[config.mk]
export PLATFORM = sky130hd
export DESIGN_NAME = cell_instruction_issuer
export DESIGN_NICKNAME = d
export VERILOG_FILES = /design/src/rtl/cell_instruction_issuer.sv
export SDC_FILE = /design/constraint.sdc
export NUM_CORES = 1
export LEC_CHECK = 0
export BUFFER_PORTS_ARGS = -buffer_cell sky130_fd_sc_hd__buf_2
export CORE_UTILIZATION = 40
export CTS_CLUSTER_DIAMETER = 80
export CTS_CLUSTER_SIZE = 12
export DETAILED_ROUTE_END_ITERATION = 7
export SETUP_SLACK_MARGIN = 0.1
export SLEW_MARGIN = 20
export SYNTH_ARGS = -nofsm -noshare
export SYNTH_HDL_FRONTEND = slang
export SYNTH_SLANG_ARGS = --single-unit
[constraint.sdc]
create_clock -name clk -period 5.4 [get_ports clk]
set_input_delay 0.54 -clock clk [delete_from_list [all_inputs] [get_ports clk]]
set_output_delay 0.54 -clock clk [all_outputs]
set_load 0.05 [all_outputs]
[src/rtl/cell_instruction_issuer.sv]
// Initiator side of the CellProcessor instruction interface: assembles cellA/cellB from a
// row-major pixel stream, issues one instruction word, and returns the core's result pixel.
module cell_instruction_issuer #(
  parameter int unsigned CELL_DIM       = 3,
  parameter int unsigned PIXEL_W        = 24,
  parameter int unsigned OPCODE_W       = 4,
  parameter int unsigned RESULT_LATENCY = 2
) (
  input  logic                                  clk,
  input  logic                                  rst,
  input  logic                                  cmd_valid,
  output logic                                  cmd_ready,
  input  logic [OPCODE_W-1:0]                   cmd_opcode,
  input  logic                                  cmd_unary,
  input  logic                                  pix_valid,
  output logic                                  pix_ready,
  input  logic [PIXEL_W-1:0]                    pix_data,
  output logic                                  iw_valid,
  input  logic                                  iw_ready,
  output logic [OPCODE_W-1:0]                   iw_opcode,
  output logic [CELL_DIM*CELL_DIM*PIXEL_W-1:0]  iw_cellA,
  output logic [CELL_DIM*CELL_DIM*PIXEL_W-1:0]  iw_cellB,
  input  logic [PIXEL_W-1:0]                    core_result,
  output logic                                  res_valid,
  output logic [PIXEL_W-1:0]                    res_data
);

  localparam int unsigned NPIX   = CELL_DIM * CELL_DIM;
  localparam int unsigned CELL_W = NPIX * PIXEL_W;
  localparam int unsigned CNT_W  = $clog2(NPIX);
  localparam int unsigned LAT_W  = (RESULT_LATENCY > 1) ? $clog2(RESULT_LATENCY) : 1;

  typedef enum logic [2:0] {
    S_IDLE,
    S_LOAD_A,
    S_LOAD_B,
    S_ISSUE,
    S_WAIT
  } state_t;

  state_t              state_q, state_d;
  logic [CNT_W-1:0]    cnt_q, cnt_d;
  logic [LAT_W-1:0]    lat_q, lat_d;
  logic [OPCODE_W-1:0] op_q, op_d;
  logic                unary_q, unary_d;
  logic [CELL_W-1:0]   cell_a_q, cell_a_d;
  logic [CELL_W-1:0]   cell_b_q, cell_b_d;
  logic [PIXEL_W-1:0]  res_data_q, res_data_d;
  logic                cap_q, cap_d;
  logic                res_valid_q;

  logic last_beat;
  assign last_beat = (cnt_q == CNT_W'(NPIX - 1));

  always_comb begin
    state_d    = state_q;
    cnt_d      = cnt_q;
    lat_d      = lat_q;
    op_d       = op_q;
    unary_d    = unary_q;
    cell_a_d   = cell_a_q;
    cell_b_d   = cell_b_q;
    res_data_d = res_data_q;
    cap_d      = 1'b0;
    case (state_q)
      S_IDLE: begin
        if (cmd_valid) begin
          op_d     = cmd_opcode;
          unary_d  = cmd_unary;
          cell_b_d = '0;
          cnt_d    = '0;
          state_d  = S_LOAD_A;
        end
      end
      S_LOAD_A: begin
        if (pix_valid) begin
          cell_a_d[cnt_q*PIXEL_W +: PIXEL_W] = pix_data;
          if (last_beat) begin
            cnt_d   = '0;
            state_d = unary_q ? S_ISSUE : S_LOAD_B;
          end else begin
            cnt_d = cnt_q + 1'b1;
          end
        end
      end
      S_LOAD_B: begin
        if (pix_valid) begin
          cell_b_d[cnt_q*PIXEL_W +: PIXEL_W] = pix_data;
          if (last_beat) begin
            cnt_d   = '0;
            state_d = S_ISSUE;
          end else begin
            cnt_d = cnt_q + 1'b1;
          end
        end
      end
      S_ISSUE: begin
        if (iw_ready) begin
          lat_d   = '0;
          state_d = S_WAIT;
        end
      end
      S_WAIT: begin
        // res_data is captured here; the valid pulse follows one clock later via cap_q.
        if (lat_q == LAT_W'(RESULT_LATENCY - 1)) begin
          res_data_d = core_result;
          cap_d      = 1'b1;
          state_d    = S_IDLE;
        end else begin
          lat_d = lat_q + 1'b1;
        end
      end
      default: state_d = S_IDLE;
    endcase
  end

  always_ff @(posedge clk or negedge rst) begin
    if (!rst) begin
      state_q     <= S_IDLE;
      cnt_q       <= '0;
      lat_q       <= '0;
      op_q        <= '0;
      unary_q     <= 1'b0;
      cell_a_q    <= '0;
      cell_b_q    <= '0;
      res_data_q  <= '0;
      cap_q       <= 1'b0;
      res_valid_q <= 1'b0;
    end else begin
      state_q     <= state_d;
      cnt_q       <= cnt_d;
      lat_q       <= lat_d;
      op_q        <= op_d;
      unary_q     <= unary_d;
      cell_a_q    <= cell_a_d;
      cell_b_q    <= cell_b_d;
      res_data_q  <= res_data_d;
      cap_q       <= cap_d;
      res_valid_q <= cap_q;
    end
  end

  // cmd_ready is gated by reset so every output reads 0 while reset is held.
  assign cmd_ready = rst && (state_q == S_IDLE);
  assign pix_ready = (state_q == S_LOAD_A) || (state_q == S_LOAD_B);
  assign iw_valid  = (state_q == S_ISSUE);
  assign iw_opcode = op_q;
  assign iw_cellA  = cell_a_q;
  assign iw_cellB  = cell_b_q;
  assign res_valid = res_valid_q;
  assign res_data  = res_data_q;

endmodule
==> results of run 1 <==
[worst reg2reg max path, cell delays in order, from the launching register on]
cell and delay [ps]:
dfrtp_1 380, buf_4 210, ha_1 290, a211o_1 330, a21oi_1 420, nor2_1 140, nor3_1 220, ha_1 180
buf_4 190, nand2_1 200, nor3_2 850, nand2_1 540, mux2_2 420
[final cells by class]
type	instances	area [sq um]	share of cell area [%]
sequential	471	11800	47.4
multi-input combinational	1173	7920	31.8
timing repair buffer	567	2980	12.0
clock buffer	50	1200	4.81
tap	664	831	3.34
inverter	33	124	0.498
antenna	9	22.5	0.0905
clock inverter	3	18.8	0.0754
[power by group through the flow]
| stage | sequential, mW | combinational, mW | clock, mW |
|---|---|---|---|
| after floorplan | 5.56 | 2.98 | 0 |
| after global placement | 4.25 | 6.63 | 0 |
| after detailed placement | 4.27 | 6.68 | 0 |
| after CTS | 4.21 | 6.69 | 2.92 |
| after global routing | 4.26 | 7.11 | 3.04 |
| final | 4.21 | 6.75 | 2.85 |
[registers in the layout, indices dropped and copies added (netlist names)]
| name | count |
|---|---|
| state_q | 3 |
| res_valid | 1 |
| iw_cellA | 216 |
| unary_q | 1 |
| iw_opcode | 4 |
| cap_q | 1 |
| cnt_q | 4 |
| iw_cellB | 216 |
| res_data | 24 |
| lat_q | 1 |
[routing by layer]
metal	GRT usage (%)	wire length [microns]	share of wire, %	vias up
met3	7.61	6580	8.8	131
met5	0	27	0.036	-
met1	37.4	30200	40	8426
met4	9.96	2410	3.2	4
met2	46.5	35800	48	810
li1	-	-	-	7431
[cells in the final DEF, fill, tap and decap left out, types with 3 or more instances in the layout]
cell type / synthesis / layout
and3_1: 11 / 11
a21o_1: 19 / 19
and2_1: 17 / 17
buf_4: 0 / 43
mux2_2: 146 / 146
a31oi_1: 13 / 13
nand4_1: 5 / 5
mux2i_1: 34 / 34
or3_1: 5 / 5
nor3_2: 3 / 5
a22o_1: 135 / 135
xnor2_1: 4 / 3
ha_1: 7 / 7
nand2_1: 252 / 252
inv_1: 31 / 31
or2_2: 3 / 3
nor2_4: 2 / 3
o31ai_1: 9 / 9
nor3_1: 25 / 22
nor2b_1: 6 / 6
buf_2: 12 / 520
o2bb2ai_1: 72 / 72
o21a_1: 5 / 5
dfrtp_1: 471 / 470
a21oi_1: 60 / 60
a211oi_1: 3 / 3
clkbuf_16: 0 / 47
a22oi_1: 16 / 16
o21ai_1: 14 / 13
o22ai_1: 12 / 12
a221oi_1: 9 / 9
a41oi_1: 3 / 3
nand3_1: 17 / 17
nor2_1: 104 / 103
diode_2: 0 / 9
nand2b_1: 8 / 8
nor4_1: 3 / 3
o21ai_0: 112 / 112
[kinds of logic after synthesis]
group / count (synthesis) / synth area share [%]
buf+inv: 116 / 2.24
fa+ha+maj: 8 / 0.535
mux: 180 / 9.87
flops: 471 / 58.6
compound gates: 496 / 17.5
simple gates: 480 / 10.6
xor+xnor: 9 / 0.616
[how the worst max path moves through the flow]
stage	startpoint	to	slack, ps	depth (start not counted)
6_report	cnt_q[2]	iw_cellA[41]	930	12
5_1_grt	cnt_q[2]	iw_cellA[46]	690	12
4_1_cts	cnt_q[2]	iw_cellA[41]	930	12
3_5_place_dp	cnt_q[2]	iw_cellA[47]	980	12
3_3_place_gp	cnt_q[2]	iw_cellA[43]	940	12
2_1_floorplan	cnt_q[2]	iw_cellA[16]	990	15
[metrics by stage]
stage               setup slack (ps)  instance area, sq um  hold WS (ps)  utilization (%)
floorplan                        987                 20100           244                -
global placement                 945                 23600           336             48.0
detailed placement               976                 23600           340             48.0
CTS                              932                 24900           117             50.5
global route                     687                 24900           151             50.5
finish                           930                 24900           149             50.5
==> results.json, run 1 <==
{
  "grt_pass1_vias": 16525,
  "synth_edf_count": 0,
  "synthArstFlopShare_pct": 100,
  "fp.dieArea_sq_mm": 0.0512,
  "layout_min_cycle_time_ps": 4470,
  "setup_viol": 0,
  "layout.nets": 2357,
  "maxCapViolations": 0,
  "place_inst": 2907,
  "synth_top_area_cell": "dfrtp_1",
  "tritoncts": "built",
  "grt_usage_pct": 28.8,
  "reg2reg_from": "cnt_q[2]",
  "drt-total-wl_microns": 75000,
  "grt_overflow": 0,
  "syn-num-nets": 1826,
  "p_comb_share_pct": 48.8,
  "synth.distinct_cells": 68,
  "critPathKind": "reg -> reg",
  "io_buffers": 521,
  "final_antenna_net_count": 0,
  "synth-seq-area-share_pct": 58.6,
  "vias": 16802,
  "yosys-top-cells-area": "dfrtp_1, mux2_2, a22o_1",
  "critPathTopFamily": "simple AND/OR/NAND/NOR gates",
  "min_from": "cmd_unary",
  "worstHoldPathType": "in -> reg",
  "fin_crit_sh_pct": 82.8,
  "area_growth_pct": 23.7,
  "clock_power_share_pct": 20.7,
  "initial_utilization_pct": 40.8,
  "status": "completed",
  "critical_path.max_fanout": 17,
  "power_mw": 13.8,
  "reg2regPathDepth": 12,
  "avgSynthCellArea_sq_um": 11.4,
  "max_freq_mhz": 224,
  "finalMaxSlewViolations": 0,
  "drive_gt1_share_pct": 34.4,
  "end_kind": "register",
  "p_leak_nw": 13.3,
  "syn_area_sq_mm": 0.0201,
  "rsz0062_at_grt": "no",
  "yosysWarnings": 0,
  "instances_no_fill": 2970,
  "synth.most_common_cell": "dfrtp_1",
  "synth.top_cell.area_share_pct": 58.6,
  "clock_latency_ps": 580,
  "cts_setup_buffers": 0,
  "cts_made_buffers": 45,
  "r2r_slack_ps": 930,
  "die_h_microns": 226,
  "r2r-end": "iw_cellA[41]",
  "grt_pass1_wl_microns": 109000,
  "vdd_drop_max_mv": 0.284,
  "p_seq_share_pct": 30.5,
  "root_buffer": "clkbuf_16",
  "syn_inst": 1760,
  "p_sw_mw": 6.76,
  "vias_per_cell": 5.66,
  "path_buf_inv": 2,
  "clock_skew_ps": 24.0,
  "gp_congestion": 0.962,
  "critical_path.slowest_cell": "nor3_2",
  "drt-pass1-iter-count": 8,
  "slew_headroom_pct": 21.0,
  "p_int_mw": 7.06,
  "max_stage_delay_ps": 850,
  "grt_antenna_before_repair": 9,
  "fill_cells": 4521,
  "tightest_slew_ps": 1180,
  "p_sw_share_pct": 48.9,
  "cts.path.max_buffers": 3,
  "crit_required_ps": 5860,
  "power_density_mw_per_mm2": 555,
  "io_pins": 522,
  "avgRoutedWirePerCell_microns": 25.3,
  "startpoint_type": "register",
  "final.setup.tns_ps": 0,
  "clkSinkCount": 471,
  "fp-row-count": 81,
  "design.core.area_sq_mm": 0.0493,
  "synthFlopType": "dfrtp_1",
  "hold_depth": 3,
  "drc": 0,
  "cp.arrival_ps": 4930,
  "yosys-top-cells-count": "dfrtp_1, nand2_1, mux2_2",
  "dp_hpwl_microns": 56500,
  "synth_seq_cells": 471,
  "path_cells": "buf_4 -> ha_1 -> a211o_1 -> a21oi_1 -> nor2_1 -> nor3_1 -> ha_1 -> buf_4 -> nand2_1 -> nor3_2 -> nand2_1 -> mux2_2",
  "die_w_microns": 226,
  "clkTransAtPathRegs_ps": 70,
  "drtIter0Drc": 1578,
  "grt_max_degree": 137,
  "whs_endpoint": "unary_q",
  "timing_hold_violations_final": 0,
  "hold_buffers": 1,
  "post_cts_resized": 0,
  "htreeDepth": 2
}
Note: power is estimated with default switching activity, not from simulation.
==> run 2, diff against run 1 <==
clock period = 4.3 ns   (was 5.4 ns; I/O delays follow)
==> results.json, run 2 (synthesized netlist as in run 1, its figures left out) <==
{
  "p_leak_nw": 13.4,
  "critPathTopFamily": "simple AND/OR/NAND/NOR gates",
  "fin_util_pct": 51.0,
  "layout.nets": 2386,
  "p_seq_share_pct": 30.3,
  "r2r_slack_ps": 290,
  "pre_cts_ws_ps": 296,
  "reg2reg_from": "cnt_q[3]",
  "end_kind": "register",
  "cp_num_cells": 13,
  "clock_latency_ps": 590,
  "maxCapViolations": 0,
  "final_cell_mix": "buf_2, dfrtp_1, nand2_1",
  "rsz0062_at_grt": "no",
  "grt_antenna_before_repair": 5,
  "layout_min_cycle_time_ps": 4010,
  "clock_skew_ps": 28.2,
  "power_density_mw_per_mm2": 696,
  "clkTransAtPathRegs_ps": 70,
  "root_buffer": "clkbuf_16",
  "initial_utilization_pct": 40.8,
  "instances_no_fill": 2991,
  "area_growth_pct": 24.9,
  "clkSinkCount": 471,
  "status": "completed",
  "setup_viol": 0,
  "dp_hpwl_microns": 56600,
  "htreeDepth": 2,
  "p_sw_mw": 8.48,
  "critPathKind": "reg -> reg",
  "design.core.area_sq_mm": 0.0493,
  "drt-pass1-iter-count": 7,
  "vias": 16907,
  "gp_congestion": 0.991,
  "critical_path.max_fanout": 9,
  "p_sw_share_pct": 48.5,
  "fp-row-count": 81,
  "fin_crit_sh_pct": 93.3,
  "cpMostUsedCell": "nor2_1",
  "critical_path.slowest_cell": "dfrtp_1",
  "cts_made_buffers": 46,
  "timing_hold_violations_final": 0,
  "grt_usage_pct": 28.9,
  "worst_slack_ps": 289,
  "path_buf_inv": 1,
  "tightest_slew_ps": 1100,
  "final_antenna_net_count": 0,
  "grt_pass1_vias": 16551,
  "slew_headroom_pct": 26.0,
  "worstSetupEndpoint": "iw_cellA[22]",
  "reg2regPathDepth": 13,
  "vdd_drop_max_mv": 0.378,
  "tritoncts": "built",
  "p_int_mw": 9.01,
  "fill_cells": 4542,
  "fp.dieArea_sq_mm": 0.0512,
  "worstHoldPathType": "in -> reg",
  "die_h_microns": 226,
  "grt_overflow": 0,
  "place_inst": 2935,
  "path_cells": "ha_2 -> nand2b_1 -> and3_1 -> nor2_1 -> nor3_1 -> ha_1 -> clkinv_1 -> nor2_1 -> nand4_1 -> or3_1 -> a22oi_2 -> nand2_2 -> mux2_2",
  "vias_per_cell": 5.65,
  "avgRoutedWirePerCell_microns": 25.1,
  "grt_max_degree": 164,
  "finalMaxSlewViolations": 0,
  "cts.path.max_buffers": 3,
  "grt_pass1_wl_microns": 109000,
  "whs_ps": 49.9,
  "io_buffers": 521,
  "crit_start": "cnt_q[3]",
  "max_stage_delay_ps": 510,
  "drive_gt1_share_pct": 35.5,
  "drc": 0,
  "max_freq_mhz": 249,
  "final.setup.tns_ps": 0,
  "drt-total-wl_microns": 75100,
  "r2r-end": "iw_cellA[22]",
  "startpoint_type": "register",
  "cp.arrival_ps": 4470,
  "p_comb_share_pct": 49.4,
  "layout_commonest_cell": "buf_2",
  "io_pins": 522,
  "crit_required_ps": 4750,
  "drtIter0Drc": 1711,
  "die_w_microns": 226,
  "clock_power_share_pct": 20.3
}
==> run 2: changes by cell type in the layout (fill, tap and decap cells not counted), sizes merged <==
cell | previous run | this run
buf | 566 | 594
diode | 9 | 3
clkinv | 4 | 2
inv | 32 | 34
clkbuf | 50 | 49
==> run 2: final cells by class <==
class,count,area [sq um],area share [%]
sequential,471,11800,46.9
multi-input combinational,1173,7960,31.7
timing repair buffer,595,3200,12.7
clock buffer,49,1180,4.71
tap,664,831,3.31
inverter,33,124,0.493
clock inverter,3,31.3,0.124
antenna,3,7.51,0.0299
==> run 2: layer usage <==
layer,GRT usage (%),up-vias,wire length (microns)
met5,0,-,13
met4,9.61,2,2250
met3,6.51,125,5720
met2,46.8,746,35900
met1,38.2,8530,31300
li1,-,7504,-
==> run 2: metrics by stage <==
step	instance area (sq um)	total power, mW
after floorplan	20100	10.7
after global placement	23900	13.8
after detailed placement	23900	13.9
after CTS	25100	17.5
after global routing	25100	18.3
final	25100	17.5
==> run 2: timing repair <==
action,CTS,global route
endpoints found under the hold margin,73,0
endpoints found under the setup margin,0,24
gates resized for setup,0,6
buffers inserted,0,0
hold buffers,1,0
==> run 2: how the worst min path moves through the flow <==
stage,from,end,slack [ps],cells after the start
2_1_floorplan,rst,cap_q,130,0
5_1_grt,cmd_opcode[2],iw_opcode[2],50,3
4_1_cts,cmd_opcode[1],iw_opcode[1],20,3
3_3_place_gp,cap_q,res_valid,340,0
6_report,cmd_opcode[1],iw_opcode[1],50,3
3_5_place_dp,cap_q,res_valid,350,0
==> run 2: power by group through the flow <==
stage	Combinational (mW)	Clock, mW	Sequential [mW]
after detailed placement	8.50	0	5.36
after global placement	8.47	0	5.35
after global routing	9.12	3.81	5.36
final	8.63	3.56	5.30
after floorplan	3.75	0	6.99
after CTS	8.52	3.66	5.29
==> run 2: worst register-to-register path: cells and delay by family (launching register included) <==
family,cells,cell delay [ps]
compound gates,1,350
fa+ha+maj,2,890
buf+inv,1,110
flops,1,510
mux,1,330
simple gates,8,1670
==> run 3, diff against run 2 <==
BUFFER_PORTS_ARGS = unset   (was -buffer_cell sky130_fd_sc_hd__buf_2)
CORE_MARGIN = 3   (was unset)
DONT_BUFFER_PORTS = 1   (was unset)
==> results.json, run 3 (synthesized netlist as in run 1, its figures left out) <==
{
  "reg2reg_from": "cnt_q[2]",
  "cts.path.max_buffers": 3,
  "r2r_slack_ps": 290,
  "grt_antenna_before_repair": 0,
  "grt_overflow": 0,
  "reg2regPathDepth": 13,
  "layout.nets": 1883,
  "grt_pass1_vias": 15011,
  "setup_viol": 0,
  "grt_usage_pct": 26.8,
  "max_stage_delay_ps": 470,
  "end_kind": "register",
  "fp.dieArea_sq_mm": 0.0530,
  "whs_ps": -432,
  "grt_pass1_wl_microns": 106000,
  "maxCapViolations": 0,
  "tightest_slew_ps": 1580,
  "p_leak_nw": 10.7,
  "cp.arrival_ps": 4470,
  "regArea_sq_mm": 0.0118,
  "final_antenna_net_count": 0,
  "layout_min_cycle_time_ps": 4010,
  "clock_latency_ps": 570,
  "fill_cells": 4586,
  "htreeDepth": 2,
  "area_growth_pct": 12.8,
  "status": "finished, violations left",
  "drtIter0Drc": 1225,
  "clkSinkCount": 471,
  "vias": 14950,
  "drt-total-wl_microns": 72700,
  "clock_skew_ps": 18.4,
  "rsz0062_at_grt": "yes",
  "io_pins": 522,
  "failed_checks": "negative hold slack, max-slew violations",
  "crit_required_ps": 4750,
  "multi_input_area_sq_mm": 0.00796,
  "fp-row-count": 81,
  "fin_crit_sh_pct": 93.3,
  "power_density_mw_per_mm2": 746,
  "critPathKind": "reg -> reg",
  "worstHoldPathType": "in -> async",
  "hold_buffers": 30,
  "r2r-end": "iw_cellA[169]",
  "crit_start": "cnt_q[2]",
  "dp_hpwl_microns": 54100,
  "critical_path.max_fanout": 8,
  "clkTransAtPathRegs_ps": 60,
  "final.setup.tns_ps": 0,
  "io_buffers": 0,
  "timing_hold_violations_final": 471,
  "max_freq_mhz": 249,
  "die_h_microns": 230,
  "finalMaxSlewViolations": 96,
  "antenna_cells": 0,
  "die_w_microns": 230,
  "slew_headroom_pct": -5.46,
  "critical_path.slowest_cell": "ha_2",
  "drive_gt1_share_pct": 16.2,
  "tritoncts": "built",
  "cts_made_buffers": 45,
  "initial_utilization_pct": 40.8,
  "final_cell_mix": "dfrtp_1, nand2_1, mux2_2",
  "grt_max_degree": 473,
  "root_buffer": "clkbuf_16",
  "vdd_drop_max_mv": 0.369,
  "drc": 0,
  "path_cells": "inv_1 -> ha_2 -> nand2b_1 -> and3_1 -> nor2_1 -> nor3_1 -> ha_1 -> buf_4 -> nand2_1 -> nor3_2 -> buf_4 -> nand2_1 -> mux2_2",
  "gp_congestion": 0.931,
  "drt-pass1-iter-count": 5,
  "vias_per_cell": 6.02,
  "startpoint_type": "register",
  "avgRoutedWirePerCell_microns": 29.3,
  "layout_commonest_cell": "dfrtp_1",
  "design.core.area_sq_mm": 0.0494,
  "worstSetupEndpoint": "iw_cellA[169]"
}
## run 3: cell count changes in the layout (fill, tap and decap cells not counted), sizes merged
cell / before / now
buf: 594 / 63
diode: 3 / 0
inv: 34 / 33
dlygate4sd3: 1 / 30
## run 3: cell type report
cell class / instances / area share, %
Tap cell: 664 / 3.66
Clock buffer: 49 / 5.26
Timing Repair Buffer: 93 / 3.42
Inverter: 33 / 0.546
Sequential cell: 471 / 51.9
Multi-Input combinational cell: 1173 / 35.1
Clock inverter: 2 / 0.0772
## run 3: worst min path at each step
stage	slack [ps]	cells past startpoint	start	endpoint
after floorplan	130	0	rst	cap_q
after global placement	150	0	rst	iw_cellA[48]
after detailed placement	150	0	rst	iw_cellA[176]
after CTS	-450	0	rst	iw_cellA[176]
after global routing	-460	0	rst	iw_cellA[144]
final	-430	0	rst	iw_cellA[176]
## run 3: metrics by stage
step                      setup WS (ps)  util (%)  cells  power [mW]  instance area, sq um
final                               287      46.0   2485        16.9                 22700
after global routing               85.3      46.0   2485        17.7                 22700
after CTS                           189      45.9   2484        17.0                 22700
after detailed placement            215      42.9   2403        13.4                 21200
after global placement              351      42.9   2403        13.3                 21200
after floorplan                     202         -   1760        10.7                 20100
## run 3: critical path: cells and delay by family (launching register included)
| family | cells | cell delay (ps) |
|---|---|---|
| buffers and inverters | 3 | 620 |
| multiplexers | 1 | 380 |
| adder cells (fa/ha/maj) | 2 | 840 |
| AND/OR/NAND/NOR | 7 | 1620 |
| flip-flops | 1 | 430 |
## run 3: power breakdown
part	internal [mW]	switching, mW
Clock	1.94	1.59
Combinational	1.74	4.50
Sequential	4.91	2.24
Total	8.60	8.33
## run 3: per-layer routing
layer	global-route usage, %	vias up	routed length (microns)
met5	0	-	0
met4	9.10	0	2260
met1	33.5	7660	28500
met2	44.0	686	34900
met3	8.67	123	7090
li1	-	6481	-
## run 3: timing repair
action,4_1_cts,5_1_grt
gates resized for setup,0,4
endpoints found under the hold margin,501,471
setup endpoints to repair,0,57
setup buffers,0,1
